==> src/rtl/riscv_v_uop_sequencer.sv <==
// Expands one decoded vector instruction into LMUL register-group micro-ops,
// stalled by en and flushed in lock-step with the downstream vector stages.
module riscv_v_uop_sequencer #(
  parameter int OPC_W = 4,
  parameter int REG_W = 5
) (
  input  logic             clk,
  input  logic             rst_n,
  input  logic             flush,
  input  logic             en,
  input  logic             in_valid,
  output logic             in_ready,
  input  logic [OPC_W-1:0] in_opcode,
  input  logic [REG_W-1:0] in_vd,
  input  logic [REG_W-1:0] in_vs1,
  input  logic [REG_W-1:0] in_vs2,
  input  logic [2:0]       in_vlmul,
  output logic             out_valid,
  output logic [OPC_W-1:0] out_opcode,
  output logic [REG_W-1:0] out_vd,
  output logic [REG_W-1:0] out_vs1,
  output logic [REG_W-1:0] out_vs2,
  output logic [2:0]       out_uop_idx,
  output logic             out_last,
  output logic             out_illegal,
  output logic             busy
);

  typedef enum logic {IDLE = 1'b0, SEQ = 1'b1} state_t;

  state_t           state, state_nxt;
  logic [2:0]       uop_idx;
  logic [2:0]       cnt_m1;
  logic             illegal;
  logic [OPC_W-1:0] opcode;
  logic [REG_W-1:0] vd, vs1, vs2;

  logic             last;
  logic             accept;
  logic             dec_illegal;
  logic [2:0]       dec_cnt_m1;

  // Returns {illegal, count-1}; misaligned groups collapse to a single illegal uop.
  function automatic logic [3:0] decode(input logic [2:0]       vlmul,
                                        input logic [REG_W-1:0] a,
                                        input logic [REG_W-1:0] b,
                                        input logic [REG_W-1:0] c);
    logic [2:0]       m;
    logic             ill;
    logic [REG_W-1:0] low;
    m   = 3'd0;
    ill = 1'b0;
    case (vlmul)
      3'b001:  m = 3'd1;
      3'b010:  m = 3'd3;
      3'b011:  m = 3'd7;
      3'b100:  ill = 1'b1;
      default: m = 3'd0;
    endcase
    low = (a | b | c) & REG_W'(m);
    if (low != '0) begin
      m   = 3'd0;
      ill = 1'b1;
    end
    return {ill, m};
  endfunction

  assign {dec_illegal, dec_cnt_m1} = decode(in_vlmul, in_vd, in_vs1, in_vs2);

  assign last   = (state == SEQ) && (uop_idx == cnt_m1);
  assign accept = in_valid && in_ready;

  always_ff @(posedge clk or negedge rst_n) begin
    if (!rst_n) state <= IDLE;
    else        state <= state_nxt;
  end

  always_comb begin
    state_nxt = state;
    if (flush) begin
      state_nxt = IDLE;
    end else begin
      case (state)
        IDLE:    if (accept) state_nxt = SEQ;
        SEQ:     if (en && last) state_nxt = accept ? SEQ : IDLE;
        default: state_nxt = IDLE;
      endcase
    end
  end

  // Capture on accept; the index only advances on a non-final transfer.
  always_ff @(posedge clk or negedge rst_n) begin
    if (!rst_n) begin
      uop_idx <= 3'd0;
      cnt_m1  <= 3'd0;
      illegal <= 1'b0;
      opcode  <= '0;
      vd      <= '0;
      vs1     <= '0;
      vs2     <= '0;
    end else if (flush) begin
      uop_idx <= 3'd0;
    end else if (accept) begin
      uop_idx <= 3'd0;
      cnt_m1  <= dec_cnt_m1;
      illegal <= dec_illegal;
      opcode  <= in_opcode;
      vd      <= in_vd;
      vs1     <= in_vs1;
      vs2     <= in_vs2;
    end else if (state == SEQ && en && !last) begin
      uop_idx <= uop_idx + 3'd1;
    end
  end

  always_comb begin
    in_ready    = !flush && ((state == IDLE) || (last && en));
    out_valid   = (state == SEQ);
    busy        = (state == SEQ);
    out_last    = last;
    out_illegal = (state == SEQ) && illegal;
    out_opcode  = opcode;
    out_uop_idx = uop_idx;
    out_vd      = vd  | REG_W'(uop_idx);
    out_vs1     = vs1 | REG_W'(uop_idx);
    out_vs2     = vs2 | REG_W'(uop_idx);
  end

endmodule

==> config.mk <==
export PLATFORM = sky130hd
export DESIGN_NAME = riscv_v_uop_sequencer
export DESIGN_NICKNAME = d
export VERILOG_FILES = /design/src/rtl/riscv_v_uop_sequencer.sv
export SDC_FILE = /design/constraint.sdc
export NUM_CORES = 1
export LEC_CHECK = 0
export CELL_PAD_IN_SITES_DETAIL_PLACEMENT = 1
export CELL_PAD_IN_SITES_GLOBAL_PLACEMENT = 2
export CORE_ASPECT_RATIO = 0.75
export CORE_MARGIN = 2
export CORE_UTILIZATION = 38
export CTS_CLUSTER_DIAMETER = 150
export DETAILED_ROUTE_END_ITERATION = 8
export DONT_BUFFER_PORTS = 1
export GPL_TIMING_DRIVEN = 0
export PLACE_DENSITY_LB_ADDON = 0.1
export SLEW_MARGIN = 30
export SYNTH_ARGS = -nofsm -noshare
export SYNTH_HDL_FRONTEND = slang
export SYNTH_SLANG_ARGS = --single-unit
==> constraint.sdc <==
create_clock -name clk -period 2.2 [get_ports clk]
set_input_delay 0.11 -clock clk [delete_from_list [all_inputs] [get_ports clk]]
set_output_delay 0.11 -clock clk [all_outputs]
set_load 0.01 [all_outputs]
[Word level (Yosys, flattened, before mapping)]
Cells that the tools add are included.
Storage, ports and cells
  flip-flop bits (word level): 27
  output and inout port bits: 27
  word-level logic and storage cells: 46
Cells by class
  add/sub/neg operators: 1
  equality and inequality tests: 5
  muxes and demuxes: 11
  bitwise operators: 8
  reduce and logical (&&, ||, !) cells: 13
Operator list (number)
  $or 5x3->5: 3
  $mux 3: 4
  $or 5x5->5: 2
  $pmux 3 s3: 1
  $logic_and 1x1->1: 7
  $eq 3x2->1 const B: 2
  $and 5x3->5: 1
  $mux 1: 5
  $reduce_bool 5->1: 1
  $add 3x1->3 const B: 1
  $eq 3x1->1 const B: 1
  $eq 3x3->1: 1
  $eq 3x3->1 const B: 1
  $reduce_bool 3->1: 1
  $logic_not 1->1: 2
  $not 1->1: 2
  $pmux 1 s2: 1
  $reduce_and 2->1: 1
  $logic_or 1x1->1: 1

[Depth between registers and ports, before layout]
Gate-level depths: netlist (run 1).
  depth in word-level cells: 10
  gate-level depth with buffers: 5
  depth with buffers taken out: 5

[Worst setup path after synthesis (run 1)]
No wires, ideal clock.
  path type: reg-to-reg
  start: reg uop_idx[0], in the netlist out_uop_idx[0]
  end: reg cnt_m1[0]
  arrival: 1.720 ns
  data required time: 2.073 ns
  setup slack: 0.353 ns
  stages on the path, launching flop included: 6
  buffers on the path: 1
  period minus slack after synthesis: 1.847 ns
  cell sequence: dfrtp_1 > xnor2_2 > a41oi_2 > nor3b_4 > buf_6 > mux2_1
On the way
  longest elaborated chain between the ends: 7
Ends and longest elaborated chain
  start: declaration: line 32  | logic [2:0] uop_idx;
  start signal: assignment: line 112  | uop_idx <= uop_idx + 3'd1;
  $eq 3x3->1: line 70  | assign last = (state == SEQ) && (uop_idx == cnt_m1);
  $logic_and 1x1->1: line 70
  $logic_and 1x1->1: line 117  | in_ready = !flush && ((state == IDLE) || (last && en));
  $logic_or 1x1->1: line 117
  $logic_and 1x1->1: line 117
  $logic_and 1x1->1: line 71  | assign accept = in_valid && in_ready;
  $reduce_and 2->1 (no source line)
  end signal: assignment: line 105  | cnt_m1 <= dec_cnt_m1;
  end: declaration: line 33  | logic [2:0] cnt_m1;
No other way between the ends.
A chain may end at the register's enable or synchronous reset.

[Worst setup path in the final report (run 1)]
  start: reg uop_idx[0], in the netlist out_uop_idx[0]
  end: reg vs2[1]
On the way
  longest elaborated chain between the ends: 7
Ends and longest elaborated chain
  $eq 3x3->1: line 70
  $logic_and 1x1->1: line 70
  $logic_and 1x1->1: line 117
  $logic_or 1x1->1: line 117
  $logic_and 1x1->1: line 117
  $logic_and 1x1->1: line 71
  $reduce_and 2->1 (no source line)
  end signal: assignment: line 110  | vs2 <= in_vs2;
  end: declaration: line 36  | logic [REG_W-1:0] vd, vs1, vs2;
No other way between the ends.

==> results.py, run 1 <==
metrics = {
    "worst_setup_path": {
        "crit_chain": "xnor2_2 -> a41oi_4 -> nor3b_4 -> buf_6 -> mux2_1",
        "arrival_ps": 2240,
        "cp_slowest_cell": "dfrtp_1",
        "crit_path_start_kind": "flip-flop",
        "cpPeakStageDelay_ps": 540,
        "required_ps": 2360,
        "end_kind": "flip-flop",
        "crit_path_max_fanout": 10,
        "path_class": "reg -> reg",
        "reg2reg_slack_ps": 120,
        "r2r_cells": 5,
    },
    "route": {
        "first_iter_violations": 25,
        "wl_per_cell_um": 18.19,
        "vias_per_cell": 5.350,
        "dr.pass1.iters": 4,
        "routed_wl_um": 3329,
        "drtAntennaViolNets": 0,
        "route.detailed.drc": 0,
        "vias": 979,
    },
    "final_layout": {
        "layout_commonest_cell": "dfrtp_1",
        "layout.nets": 172,
        "final_cell_area_sq_um": 1745,
        "drive_gt1_share_pct": 21.68,
        "area_growth_pct": 26.93,
        "most-common-layout-cells": "dfrtp_1 (27), dlygate4sd3_1 (22), mux2_1 (21), buf_4 (10), or2_2 (9)",
        "n_antenna_cell": 0,
        "postLayoutCoreUtil_pct": 51.67,
    },
    "sta": {
        "hold_viol": 0,
        "period_share_pct": 94.36,
        "worst_clock_skew_ps": 5.113,
        "min_period_ps": 2076,
        "slew_headroom_pct": 69.75,
        "drv_slew": 0,
        "setup_viol": 0,
        "worst_pin_slew_ps": 449.9,
        "fmaxAchievable_mhz": 481.7,
    },
    "yosys": {
        "synth_nets": 141,
        "synth_xor_area_share_pct": 4.186,
        "yosys.area.top_type_share_pct": 49.14,
        "synth_top_family_by_area": "multiplexers",
        "avgSynthCellArea_sq_um": 12.17,
        "yosysTopAreaCell": "dfrtp_1",
        "synth_seq_area_share_pct": 49.14,
        "ys_types": 31,
        "synth_cells": 113,
        "synth_compound_area_share_pct": 6.460,
        "yosys_warnings": 0,
        "syn_area_sq_um": 1375,
        "synth_seq_cells": 27,
        "synth-simple-area-share_pct": 14.56,
        "synthAdderAreaFrac_pct": 0.9099,
        "synthMuxAreaShare_pct": 17.93,
        "synth_area_leaders": "dfrtp_1 (49%), mux2_1 (17%), or2_2 (4.1%), buf_4 (3.8%), xnor2_2 (3.5%)",
    },
    "grt": {
        "grt_start_max_net_pins": 28,
        "antenna_found_initial": 0,
        "gr-total-overflow": 0,
        "grt_pass1_wl_um": 5485,
        "grt_pass1_vias": 1132,
        "grtUsageTotal_pct": 17.33,
    },
    "clock_network": {
        "htreeDepth": 1,
        "cts.sinks": 27,
        "tritoncts": "done",
        "clock_path_buffers": 2,
        "cts_made_buffers": 3,
        "clock_latency_ps": 270,
        "clk_pin_slew_ps": 90,
        "cts-root-buf": "clkbuf_8",
    },
    "floorplanning": {
        "start_util_pct": 40.70,
        "die_y_um": 56.10,
        "die-area_sq_um": 4121,
        "core_area_sq_um": 3378,
        "ios": 54,
        "rows": 18,
        "die_w_um": 73.46,
    },
    "pwr": {
        "p_leak_nw": 0.7252,
        "cellPowerDensity_nw_per_um2": 662.4,
        "vdd.ir_drop.worst_mv": 0.4013,
    },
    "flow_run": {
        "maxCapViolations": 0,
    },
    "worst_hold_path": {
        "worstHoldPathCells": 2,
        "hold_path_class": "in -> reg",
    },
    "placement": {
        "dpl_cell_area_sq_um": 1425,
        "port_buffers": 0,
        "dp_hpwl_um": 2246,
        "gp_congestion": 0.6754,
    },
    "outcome": {
        "status": "complete, no violations",
    },
}
-- cell usage after synthesis --
cell type	n
nor2_1	5
or2_2	9
xnor2_2	3
nand2_1	1
a31oi_1	3
buf_4	7
nor4b_1	1
mux2_1	21
a21oi_1	1
nor3_1	6
nand2b_1	1
buf_6	2
nor3b_4	1
a21boi_0	1
clkbuf_1	1
xnor2_1	1
dfrtp_1	27
mux2i_1	1
a41oi_2	1
and2_1	1
nor2b_1	2
o31ai_1	1
nand4_1	1
nand3_1	4
o2bb2ai_1	1
nor4_1	2
ha_1	1
a211o_1	1
inv_1	4
a22o_1	1
o21bai_1	1
-- layout make-up --
type                       count  area (sq um)
clock inverter                 1         5.005
buffer                        10         78.83
timing repair buffer          26         262.8
clock buffer                   3         41.29
fill                         368          1633
inverter                       4         15.01
sequential                    27         675.6
multi-input combinational     72         616.8
tap                           40         50.05
-- metrics by stage --
stage | hold slack, ps | worst slack [ps] | instances | setup TNS, ps | power, mW
finish | 18.05 | 124.1 | 183 | 0 | 1.156
global route | 21.16 | -6.129 | 183 | -6.129 | 1.222
CTS | 4.407 | 15.11 | 180 | 0 | 1.165
detailed placement | -185.1 | 24.67 | 153 | 0 | 0.8340
global placement | -185.1 | 44.93 | 153 | 0 | 0.8229
floorplan | -185.6 | 352.9 | 113 | 0 | 0.7948
-- routing by layer --
metal  share of wire, %  global-route usage, %  up-vias
met1                 41                  21.64      488
met2                 50                  28.83       36
met5                  0                      0        -
li1                   -                      -      451
met3                8.4                  7.428        4
met4               0.72                  1.558        0
-- final timing paths --
check | startpoint | end
worst max register to register | out_uop_idx[0]$_DFFE_PN0P_ | vs2[1]$_DFFE_PN0P_
max in group asynchronous | rst_n | out_uop_idx[0]$_DFFE_PN0P_
min in group asynchronous | rst_n | vs2[3]$_DFFE_PN0P_
worst min-delay path | in_valid | out_uop_idx[0]$_DFFE_PN0P_
worst max-delay path | out_uop_idx[0]$_DFFE_PN0P_ | vs2[1]$_DFFE_PN0P_
worst min register to register | vs2[0]$_DFFE_PN0P_ | vs2[0]$_DFFE_PN0P_
-- timing repair --
action                                  4_1_cts  5_1_grt
endpoints found under the setup margin        0       18
resized for setup                             0        1
endpoints found under the hold margin        48        0
hold buffers                                 23        0
setup buffers                                 0        3
-- worst max-delay path, delay by kind of cell, from the launching register on --
kind                   cells  cell delay, ps
AO/OA/AOI/OAI              1             210
XOR/XNOR                   1             330
flip-flops                 1             540
AND/OR/NAND/NOR            1             340
multiplexers               1             330
buffers and inverters      1             210
-- cells by family (layout without fill, tap and decap cells) --
group                      after synthesis  count (layout)
adders and majority gates                1               1
buffers and inverters                   14              44
and+or+nand+nor                         34              34
AOI/OAI and AO/OA                       11              11
DFF                                     27              27
muxes                                   22              22
xor gates and xnor gates                 4               4
-- where the power goes --
group	switching, mW	internal, mW
combinational	0.113	0.140
clock	0.159	0.127
sequential	0.0470	0.570
total	0.319	0.837
-- state kept, by name, summed over array words and instances, names as in the netlist --
register     flops
vd               5
out_uop_idx      3
out_opcode       4
busy             1
illegal          1
cnt_m1           3
vs1              5
vs2              5
(Power assumes the default switching activity.)
==> run 2: changes to the inputs <==
- CORE_ASPECT_RATIO: 0.75 -> default
==> results.py, run 2 (synthesized netlist as in run 1, its figures left out) <==
metrics = {
    "outcome": {
        "status": "complete, no violations",
    },
    "clock_network": {
        "cts-root-buf": "clkbuf_4",
        "cts_made_buffers": 3,
        "clock_latency_ps": 330,
        "cts.sinks": 27,
        "htreeDepth": 1,
        "clk_pin_slew_ps": 140,
        "clock_path_buffers": 2,
        "tritoncts": "done",
    },
    "worst_setup_path": {
        "crit_family": "flip-flops",
        "reg2reg_slack_ps": 130,
        "crit_path_start_kind": "flip-flop",
        "crit_buf_inv": 1,
        "timing.rr.start": "out_uop_idx[1]$_DFFE_PN0P_",
        "cpPeakStageDelay_ps": 520,
        "rr_endpoint": "vd[3]$_DFFE_PN0P_",
        "cp_slowest_cell": "dfrtp_2",
        "crit_chain": "xnor2_2 -> a41oi_2 -> nor3b_4 -> buf_6 -> mux2_1",
        "crit_cells": 5,
        "required_ps": 2430,
        "path_class": "reg -> reg",
        "arrival_ps": 2300,
        "end_kind": "flip-flop",
        "crit_path_max_fanout": 10,
        "cp-startpoint": "out_uop_idx[1]$_DFFE_PN0P_",
        "worstSetupEndpoint": "vd[3]$_DFFE_PN0P_",
        "r2r_cells": 5,
    },
    "grt": {
        "grtUsageTotal_pct": 16.77,
        "grt_pass1_wl_um": 5140,
        "antenna_found_initial": 0,
        "grt_start_max_net_pins": 28,
        "gr-total-overflow": 0,
        "grt_pass1_vias": 1020,
    },
    "pwr": {
        "p_total_mw": 1.089,
        "p_leak_nw": 0.7099,
        "cellPowerDensity_nw_per_um2": 630.9,
        "vdd.ir_drop.worst_mv": 0.3486,
    },
    "sta": {
        "timing.hold.ws_ps": 23.92,
        "drv_slew": 0,
        "worst_pin_slew_ps": 462.7,
        "worst_clock_skew_ps": 6.467,
        "min_period_ps": 2071,
        "tns_ps": 0,
        "fmaxAchievable_mhz": 482.7,
        "slew_headroom_pct": 68.91,
        "hold_viol": 0,
        "period_share_pct": 94.16,
        "setup_viol": 0,
    },
    "placement": {
        "dp_hpwl_um": 2182,
        "gp_congestion": 0.6917,
        "dp.cells": 159,
        "port_buffers": 0,
    },
    "route": {
        "first_iter_violations": 30,
        "routed_wl_um": 3184,
        "wl_per_cell_um": 16.85,
        "vias": 983,
        "dr.pass1.iters": 4,
        "drtAntennaViolNets": 0,
        "route.detailed.drc": 0,
        "vias_per_cell": 5.201,
    },
    "floorplanning": {
        "ios": 54,
        "die-area_sq_um": 4116,
        "die_w_um": 64.16,
        "die_y_um": 64.16,
        "rows": 21,
        "core_area_sq_um": 3416,
        "start_util_pct": 40.26,
    },
    "worst_hold_path": {
        "min_from": "in_valid",
        "hold_path_class": "in -> reg",
        "worstHoldPathCells": 2,
    },
    "final_layout": {
        "instances_no_fill": 189,
        "area_growth_pct": 25.48,
        "drive_gt1_share_pct": 23.08,
        "n_antenna_cell": 0,
        "most-common-layout-cells": "dfrtp_1 (24), dlygate4sd3_1 (22), mux2_1 (21), buf_4 (10), or2_2 (9)",
        "fill_cells": 381,
        "layout.nets": 172,
        "top_regs": "vd: 5 flops, vs1: 5 flops, vs2: 5 flops",
        "layout_commonest_cell": "dfrtp_1",
    },
    "flow_run": {
        "maxCapViolations": 0,
    },
}
## run 2: worst min path at each step
stage | slack, ps | to
floorplan | -190 | busy$_DFF_PN0_
global placement | -190 | vs1[3]$_DFFE_PN0P_
detailed placement | -190 | vs1[3]$_DFFE_PN0P_
CTS | 20 | illegal$_DFFE_PN0P_
global route | 10 | illegal$_DFFE_PN0P_
finish | 20 | out_uop_idx[2]$_DFFE_PN0P_
## run 2: what timing repair did
action	CTS	global route
hold buffers	23	0
hold endpoints to repair	49	0
gates resized for setup	0	3
setup buffers	0	3
endpoints found under the setup margin	0	18
## run 2: power breakdown
part | switching (mW) | internal, mW
logic | 0.113 | 0.140
registers | 0.0475 | 0.570
clock network | 0.147 | 0.0712
total | 0.307 | 0.781
## run 2: metal layers
layer  track usage (%)  share of wire [%]  vias up
li1                  -                  -      450
met1             19.64                 38      497
met3             4.401                6.9        4
met5                 0                  0        -
met4             5.585               0.79        0
met2             29.69                 54       32
## run 2: through the flow
| stage | worst slack (ps) | instance area, sq um | utilization, % |
|---|---|---|---|
| floorplan | 352.9 | 1375 | - |
| global placement | 64.33 | 1433 | 41.94 |
| detailed placement | 12.68 | 1433 | 41.94 |
| CTS | 2.284 | 1699 | 49.74 |
| global route | -5.531 | 1725 | 50.51 |
| finish | 128.5 | 1725 | 50.51 |
## run 2: cell type report
class	instances	area, sq um	area share, %
Buffer	10	78.83	4.569
Clock buffer	4	26.28	1.523
Tap cell	46	57.56	3.336
Multi-Input combinational cell	72	605.6	35.10
Timing Repair Buffer	26	262.8	15.23
Sequential cell	27	679.4	39.38
Inverter	4	15.01	0.8702
